$ cat src/rtl/pool_pkg.sv
// Shared definitions for the streaming pooling engine: mode encoding,
// compile-time log2 and accumulator width derivation.
package pool_pkg;

  localparam logic MODE_AVG = 1'b0;
  localparam logic MODE_MAX = 1'b1;

  function automatic int clog2(input int v);
    int r;
    int x;
    r = 0;
    x = 1;
    while (x < v) begin
      x = x * 2;
      r = r + 1;
    end
    return r;
  endfunction

  // A full POOL x POOL window sum needs 2*log2(POOL) extra bits of headroom.
  function automatic int acc_width(input int res, input int pool);
    return res + 2 * clog2(pool);
  endfunction

endpackage

$ cat src/rtl/pool_combine.sv
// Combinational window update: folds one pixel into a column accumulator and
// produces the rounded-average or max result when the window completes.
module pool_combine
  import pool_pkg::*;
#(
  parameter int RESOLUTION = 8,
  parameter int POOL       = 2,
  localparam int ACC_W     = acc_width(RESOLUTION, POOL)
) (
  input  logic                  mode,
  input  logic [ACC_W-1:0]      acc,
  input  logic [RESOLUTION-1:0] pixel,
  input  logic                  is_origin,
  input  logic                  is_final,
  output logic [ACC_W-1:0]      acc_next,
  output logic [RESOLUTION-1:0] pix_out
);

  localparam int            SH   = 2 * clog2(POOL);
  localparam logic [ACC_W:0] HALF = (ACC_W + 1)'((POOL * POOL) / 2);

  logic [ACC_W-1:0] pix_ext;
  logic [ACC_W-1:0] sum;
  logic [ACC_W-1:0] mx;
  logic [ACC_W:0]   rnd;

  function automatic logic [RESOLUTION-1:0] sat_pix(input logic [ACC_W:0] v);
    return (|v[ACC_W:RESOLUTION]) ? '1 : v[RESOLUTION-1:0];
  endfunction

  assign pix_ext = ACC_W'(pixel);
  assign sum     = acc + pix_ext;
  assign mx      = (pix_ext > acc) ? pix_ext : acc;
  // Round half up: add half the divisor before the shift.
  assign rnd     = ({1'b0, sum} + HALF) >> SH;

  always_comb begin
    acc_next = is_origin ? pix_ext : ((mode == MODE_MAX) ? mx : sum);
    pix_out  = '0;
    if (is_final)
      pix_out = (mode == MODE_MAX) ? sat_pix({1'b0, mx}) : sat_pix(rnd);
  end

endmodule

$ cat src/rtl/stream_pool2d.sv
// Streaming 2-D pooling engine: raster-order pixels in, one pooled pixel per
// POOL x POOL window out, with valid/ready on both sides and frame alignment check.
module stream_pool2d
  import pool_pkg::*;
#(
  parameter int RESOLUTION = 8,
  parameter int IMG_WIDTH  = 4,
  parameter int IMG_HEIGHT = 4,
  parameter int POOL       = 2
) (
  input  logic                  clk,
  input  logic                  rst_n,
  input  logic                  clear,
  input  logic                  mode,
  input  logic                  in_valid,
  output logic                  in_ready,
  input  logic [RESOLUTION-1:0] in_data,
  input  logic                  in_last,
  output logic                  out_valid,
  input  logic                  out_ready,
  output logic [RESOLUTION-1:0] out_data,
  output logic                  out_last,
  output logic                  frame_err
);

  localparam int ACC_W = acc_width(RESOLUTION, POOL);
  localparam int LP    = clog2(POOL);
  localparam int NWIN  = IMG_WIDTH / POOL;
  localparam int CW    = (clog2(IMG_WIDTH) > 0) ? clog2(IMG_WIDTH) : 1;
  localparam int RW    = (clog2(IMG_HEIGHT) > 0) ? clog2(IMG_HEIGHT) : 1;
  localparam int AW    = (clog2(NWIN) > 0) ? clog2(NWIN) : 1;

  logic [CW-1:0]         col;
  logic [RW-1:0]         row;
  logic [ACC_W-1:0]      acc [NWIN];
  logic                  mode_q;
  logic                  accept;
  logic                  at_first;
  logic                  at_last_pos;
  logic                  is_origin;
  logic                  is_final;
  logic                  eff_mode;
  logic                  early_last;
  logic [AW-1:0]         a_idx;
  logic [ACC_W-1:0]      acc_nxt;
  logic [RESOLUTION-1:0] pix_res;

  assign in_ready    = (~out_valid | out_ready) & ~clear;
  assign accept      = in_valid & in_ready;
  assign at_first    = (col == '0) && (row == '0);
  assign at_last_pos = (col == CW'(IMG_WIDTH - 1)) && (row == RW'(IMG_HEIGHT - 1));
  assign is_origin   = (col[LP-1:0] == '0) && (row[LP-1:0] == '0);
  assign is_final    = (&col[LP-1:0]) && (&row[LP-1:0]);
  assign a_idx       = AW'(col >> LP);
  // The first pixel of a frame must already see the new mode.
  assign eff_mode    = at_first ? mode : mode_q;
  assign early_last  = in_last & ~at_last_pos;

  pool_combine #(
    .RESOLUTION(RESOLUTION),
    .POOL      (POOL)
  ) u_combine (
    .mode     (eff_mode),
    .acc      (acc[a_idx]),
    .pixel    (in_data),
    .is_origin(is_origin),
    .is_final (is_final),
    .acc_next (acc_nxt),
    .pix_out  (pix_res)
  );

  always_ff @(posedge clk or negedge rst_n) begin
    if (!rst_n) begin
      col <= '0;
      row <= '0;
    end else if (clear) begin
      col <= '0;
      row <= '0;
    end else if (accept) begin
      if (early_last) begin
        col <= '0;
        row <= '0;
      end else if (col == CW'(IMG_WIDTH - 1)) begin
        col <= '0;
        row <= (row == RW'(IMG_HEIGHT - 1)) ? '0 : row + RW'(1);
      end else begin
        col <= col + CW'(1);
      end
    end
  end

  always_ff @(posedge clk or negedge rst_n) begin
    if (!rst_n) begin
      for (int i = 0; i < NWIN; i++) acc[i] <= '0;
      mode_q <= MODE_AVG;
    end else if (accept) begin
      acc[a_idx] <= acc_nxt;
      if (at_first) mode_q <= mode;
    end
  end

  // Output register: a new result may replace the old one only on its handshake.
  always_ff @(posedge clk or negedge rst_n) begin
    if (!rst_n) begin
      out_valid <= 1'b0;
      out_data  <= '0;
      out_last  <= 1'b0;
    end else if (clear) begin
      out_valid <= 1'b0;
      out_last  <= 1'b0;
    end else if (accept && is_final && !early_last) begin
      out_valid <= 1'b1;
      out_data  <= pix_res;
      out_last  <= at_last_pos;
    end else if (out_ready) begin
      out_valid <= 1'b0;
      out_last  <= 1'b0;
    end
  end

  always_ff @(posedge clk or negedge rst_n) begin
    if (!rst_n)
      frame_err <= 1'b0;
    else if (clear)
      frame_err <= 1'b0;
    else if (accept && (in_last ^ at_last_pos))
      frame_err <= 1'b1;
  end

endmodule

$ cat config.mk
export PLATFORM = sky130hd
export DESIGN_NAME = stream_pool2d
export DESIGN_NICKNAME = d
export VERILOG_FILES = /design/src/rtl/pool_pkg.sv /design/src/rtl/pool_combine.sv /design/src/rtl/stream_pool2d.sv
export SDC_FILE = /design/constraint.sdc
export NUM_CORES = 1
export LEC_CHECK = 0
export CORE_MARGIN = 2
export CORE_UTILIZATION = 30
export CTS_CLUSTER_SIZE = 12
export DETAILED_ROUTE_END_ITERATION = 12
export SLEW_MARGIN = 20
export SYNTH_ARGS = -nofsm -noshare
export SYNTH_HDL_FRONTEND = slang
export SYNTH_HIERARCHICAL = 1
export SYNTH_SLANG_ARGS = --single-unit
$ cat constraint.sdc
create_clock -name clk -period 5.8 [get_ports clk]
set_input_delay 1.16 -clock clk [delete_from_list [all_inputs] [get_ports clk]]
set_output_delay 1.16 -clock clk [all_outputs]
set_load 0.02 [all_outputs]
==> qor.yml, run 1 <==
status: "finished, final reports clean"
synth_compound_area_share_pct: 17.6
netlist_area_sq_um: 2910
finalCriticalPeriod_ns: 4.09
grt_max_degree: 37
tightest_slew_ns: 0.841
relSlewSlack_pct: 43.8
crit_top_cell: "clkdlybuf4s50_1"
path_cells: "clkdlybuf4s50_1 > nor2b_1 > nor2_1 > clkdlybuf4s50_1"
clk_latency_ns: 0.30
ant_nets: 0
multiInputGateArea_sq_um: 1850
setup_violations: 0
dieArea_sq_um: 10500
worst_path_largest_cell_delay_ns: 0.67
yosysWarnings: 6
busiest_layer: "met2"
endpoint_kind: "primary output"
power_density_nw_per_um2: 260
coreArea_sq_um: 9330
critPathArrivalTime_ns: 2.93
met2_usage_pct: 23.2
finalPower_uw: 876
synth.distinct_cells: 59
mostFrequentLayoutCells: "mux2_2 (44), dfrtp_1 (36), inv_1 (29), clkdlybuf4s50_1 (26), ha_1 (22)"
ios: 27
wire_per_inst_um: 15.1
r2r-start: "col[1]"
die_w_um: 102
clock_sinks: 36
use_met1_pct: 18.3
die_h_um: 102
rows: 35
initial_core_util_pct: 31.2
synth_edf_count: 0
rsz0062_at_grt: "false"
grt_pass1_wl_um: 11500
clock-root-buffer: "clkbuf_8"
cts_max_level: 2
antenna_found_initial: 0
met3_usage_pct: 2.39
maxCapViolCount: 0
dp_hpwl_um: 5270
seq_area_sq_um: 901
synth.avg_cell_area_sq_um: 9.73
viasPerCell: 5.11
synthAdderAreaFrac_pct: 10.2
ys_seq_area_share_pct: 31.0
finalNetCount: 360
utilization_pct: 36.2
layout_commonest_cell: "mux2_2"
wirelength_um: 6810
num-fill-cells: 915
async_flop_share_pct: 100
drcViolationCount: 0
crit_type: "input port to primary output"
grtUsageTotal_pct: 13.9
worstHoldStart: "acc[7]"
synth_top_family_by_area: "multiplexers"
synth_top_flop_cell: "dfrtp_1"
cts_tree: "yes"
n_antenna_cell: 0
skew_ns: 0.0147
drt_iter0_markers: 72
syn_inst: 299
period_share_pct: 70.5
max_freq_mhz: 245
vdd_ir_drop_max_mv: 0.0698
holdBufCountCts: 0
drv_slew: 0
hold_path_class: "flop to flop"
synthXorXnorAreaFrac_pct: 3.57
cts_setup_buffers: 0
firstDrtPassIters: 4
overflow: 0
hold_violations: 0
synthSimpleGateAreaFrac_pct: 13.5
p_leak_nw: 1.45
fin_tns_setup_ns: 0
cts.repair.resized: 0
startpoint_type: "input port"
cts_made_buffers: 5
synth_mux_area_share_pct: 18.5
cp_max_fo: 9
clk_pin_slew_ns: 0.06
io_buffers: 26
synth_seq_cells: 36
layout-drive-gt1-share_pct: 21.1
cts_buffer_depth: 2
grt_pass1_vias: 2336
cp_slowest_cell: "nor2b_1"
synthesis.nets: 337
vias: 2308
crit_required_ns: 4.64
syn_to_final_growth_pct: 16.0
startpoint: "out_ready"
place_congestion: 0.853
-- kinds of logic after synthesis --
| kind of cell | count (synthesis) |
|---|---|
| flops | 36 |
| buf+inv | 40 |
| compound gates | 73 |
| fa+ha+maj | 23 |
| simple gates | 68 |
| xor+xnor | 11 |
| mux | 48 |
-- worst max-delay path: cells and delay by family --
family                 cells  cell delay, ns
buffers and inverters      2            1.00
AND/OR/NAND/NOR            2            0.76
-- synthesized netlist by cell type, drive strengths merged (2+ instances only) --
cell / count / area share [%]
nor2b: 7 / 1.5
nand3b: 2 / 0.52
nand2b: 3 / 0.65
nor3: 7 / 1.6
dfrtp: 36 / 31
a21oi: 17 / 3.1
ha: 22 / 9.5
o311a: 2 / 0.69
inv: 29 / 3.7
nor2: 19 / 2.5
clkbuf: 5 / 0.65
mux2: 45 / 17
o22ai: 8 / 1.7
o31ai: 3 / 0.77
a31oi: 4 / 0.86
nor4b: 3 / 1.3
a221oi: 3 / 0.90
a211oi: 5 / 1.8
nand2: 13 / 1.7
mux2i: 3 / 1.0
buf: 6 / 1.4
xor2: 4 / 1.5
nand4: 5 / 1.1
o21ai: 12 / 2.1
o21bai: 2 / 0.52
xnor2: 7 / 2.1
a21o: 3 / 0.77
or3b: 2 / 0.69
o221ai: 2 / 0.60
-- path summary, 6_finish.rpt --
kind,endpoint,slack (ns),cells past startpoint
min in group asynchronous,frame_err,1.27,2
max reg2reg,out_data[4],2.01,10
max,in_ready,1.71,4
max in group asynchronous,acc[7],4.20,2
min,acc[7],0.50,1
min reg2reg,acc[7],0.50,1
-- metal layers --
metal | part of all wire (%) | vias to the layer above | routed length (um)
met5 | 0 | - | 0
met1 | 45 | 1129 | 3060
li1 | - | 1121 | -
met2 | 50 | 46 | 3390
met3 | 3.3 | 12 | 227
met4 | 1.9 | 0 | 127
-- through the flow --
step | setup slack, ns | instances | hold slack, ns | cell area (sq um)
3_5_place_dp | 1.51 | 444 | 0.488 | 3280
4_1_cts | 1.76 | 452 | 0.503 | 3370
2_1_floorplan | 2.36 | 299 | 0.474 | 2910
6_report | 1.71 | 452 | 0.503 | 3370
5_1_grt | 1.53 | 452 | 0.515 | 3370
3_3_place_gp | 1.56 | 444 | 0.480 | 3280
-- registers in the layout, summed over array words and instances, names as in the netlist --
name and count:
col 2, mode_q 1, frame_err 1, out_last 1, acc 20, row 2, out_valid 1, out_data 8
-- cell type report --
type / instances / share of cell area, %
multi-input combinational: 223 / 54.8
clock inverter: 3 / 0.556
tap: 129 / 4.78
clock buffer: 5 / 2.04
timing repair buffer: 27 / 7.93
sequential: 36 / 26.7
inverter: 29 / 3.23
-- report_power, final --
part           internal [mW]  total (mW)  switching (mW)  leakage (nW)
combinational          0.172       0.419           0.247         0.926
sequential             0.270       0.280         0.00949         0.480
clock                 0.0836       0.177          0.0938        0.0479
Power figures use the tool's default switching activity.
==> run 2, diff against run 1 <==
- clock period: 5.8 -> 3.5 ns (I/O delays scaled with it)
==> run 2 against run 1 <==
Compared with the run above: total power grew 92%; critical path depth grew 7; largest power group unchanged; clock skew decreased by 0.00080 ns; final area is 11% higher; utilization rose by 3.8 points; flip-flop and latch count unchanged; critical path type is now flop to flop; die area did not move; first-iteration DRC count increased by 72%; register-to-register slack got worse by 1.8 ns; worst setup slack lost 1.5 ns.
==> qor.yml, run 2 (synthesis gave the netlist of run 1 again) <==
status: "finished, final reports clean"
crit_type: "flop to flop"
viasPerCell: 4.90  # -4.0%
vdd_ir_drop_max_mv: 0.138  # +98%
cts_made_buffers: 5  # unchanged
finalCriticalPeriod_ns: 3.30
timing.hold.ws_ns: 0.502  # -0.00161 ns
coreArea_sq_um: 9330  # unchanged
internal_power_mw: 1.06  # +100%
setup_violations: 0  # unchanged
top_regs: "acc: 20 flops, out_data: 8 flops"
utilization_pct: 40.0  # +3.8 points
place_congestion: 0.881  # +3.3%
p_leak_nw: 1.68  # +15%
firstDrtPassIters: 4  # unchanged
layout-drive-gt1-share_pct: 31.6  # +11 points
clk_pin_slew_ns: 0.07  # about the same
rsz0062_at_grt: "false"
critPathArrivalTime_ns: 3.48  # +0.55 ns
antenna_found_initial: 0  # unchanged
power_density_nw_per_um2: 451  # +74%
n_antenna_cell: 0  # unchanged
hold_path_class: "flop to flop"
die_h_um: 102  # unchanged
skew_ns: 0.0139  # -0.000802 ns
cp_max_fo: 10  # +1
mostFrequentLayoutCells: "buf_4 (45), mux2_2 (44), dfrtp_1 (35), inv_1 (29), clkdlybuf4s50_1 (26)"
crit_required_ns: 3.67  # -0.97 ns
syn_to_final_growth_pct: 28.3
period_share_pct: 94.3
drt_iter0_markers: 124  # +72%
vias: 2431  # +5.3%
regMostFlops: "acc"
endpoint_kind: "flop"
cts_buffer_depth: 2  # unchanged
clk_latency_ns: 0.29  # about the same
dieArea_sq_um: 10500  # unchanged
finalPower_mw: 1.68  # +92%
tightest_slew_ns: 0.546  # -0.295 ns
rows: 35  # unchanged
final_cell_area_sq_um: 3730  # +11%
max_freq_mhz: 303
drcViolationCount: 0  # unchanged
swShare_pct: 36.9  # -3.1 points
layout_commonest_cell: "buf_4"
largest_reg_flops: 20  # unchanged
dpl_cell_area_sq_um: 3600  # +9.8%
clock_sinks: 36  # unchanged
overflow: 0  # unchanged
startpoint_type: "flop"
ant_nets: 0  # unchanged
wirelength_um: 7200  # +5.7%
hold_violations: 0  # unchanged
grt_pass1_vias: 2502  # +7.1%
grt_pass1_wl_um: 11900  # +4.0%
initial_core_util_pct: 31.2  # unchanged
maxCapViolCount: 0  # unchanged
die_w_um: 102  # unchanged
drv_slew: 0  # unchanged
finalNetCount: 404  # +12%
grt_max_degree: 37  # unchanged
comb_power_share_pct: 54.5  # +6.7 points
dp_hpwl_um: 5760  # +9.2%
sequentialPowerShare_pct: 27.5  # -4.4 points
p_switching_uw: 621  # +77%
cts_tree: "yes"
relSlewSlack_pct: 63.5  # +20 points
clock-root-buffer: "clkbuf_8"
clkPwrFrac_pct: 18.0  # -2.2 points
grtUsageTotal_pct: 14.5  # +0.59 points
cts_max_level: 2  # unchanged
ios: 27  # unchanged
io_buffers: 26  # unchanged
wire_per_inst_um: 14.5  # -3.6%
[run 2: power groups by stage]
stage / registers, mW / logic (mW) / clock network [mW]
finish: 0.463 / 0.919 / 0.303
global route: 0.467 / 1.00 / 0.331
CTS: 0.463 / 0.881 / 0.311
detailed placement: 0.471 / 0.872 / 0
global placement: 0.468 / 0.876 / 0
floorplan: 0.468 / 0.515 / 0
[run 2: final cells by class]
class | instances | area (sq um)
timing repair buffer | 71 | 598
sequential | 36 | 902
fill | 911 | 5590
tap | 129 | 161
multi-input combinational | 223 | 1870
clock buffer | 8 | 90.1
inverter | 29 | 109
[run 2: final timing paths]
kind	slack (ns)	cells past startpoint	endpoint	start
max	0.20	11	out_data[4]	col[1]
min	0.50	1	acc[3]	acc[3]
max reg2reg	0.20	11	out_data[4]	col[1]
min reg2reg	0.50	1	acc[3]	acc[3]
max in group asynchronous	2.32	2	col[1]	rst_n
min in group asynchronous	0.82	2	frame_err	rst_n
[run 2: per-layer routing]
layer  GRT usage [%]  part of all wire [%]
met5               0                     0
met3            2.53                   3.0
met1            18.5                    47
met4            5.13                   2.5
met2            24.7                    47
[run 2: repair_timing]
item / in CTS / in global routing
endpoints found under the hold margin: 0 / 0
setup buffers: 0 / 1
endpoints found under the setup margin: 0 / 10
resized for setup: 0 / 7
hold buffers: 0 / 0
[run 2: worst max-delay path: stages, from the launching register on]
cell     delay, ns
dfrtp_2       0.44
buf_4         0.22
mux2_2        0.39
inv_1         0.10
ha_1          0.29
nor3_2        0.23
a21bo_2       0.26
a31o_2        0.25
xor2_1        0.36
nor2_1        0.10
o311a_1       0.30
mux2_2        0.26
[run 2: metrics by stage]
| step | setup TNS [ns] | std cells | setup slack (ns) |
|---|---|---|---|
| final | 0 | 496 | 0.199 |
| after global routing | 0 | 496 | 0.0329 |
| after CTS | 0 | 495 | 0.0801 |
| after detailed placement | -0.923 | 487 | -0.203 |
| after global placement | -0.602 | 487 | -0.145 |
| after floorplan | 0 | 299 | 0.147 |
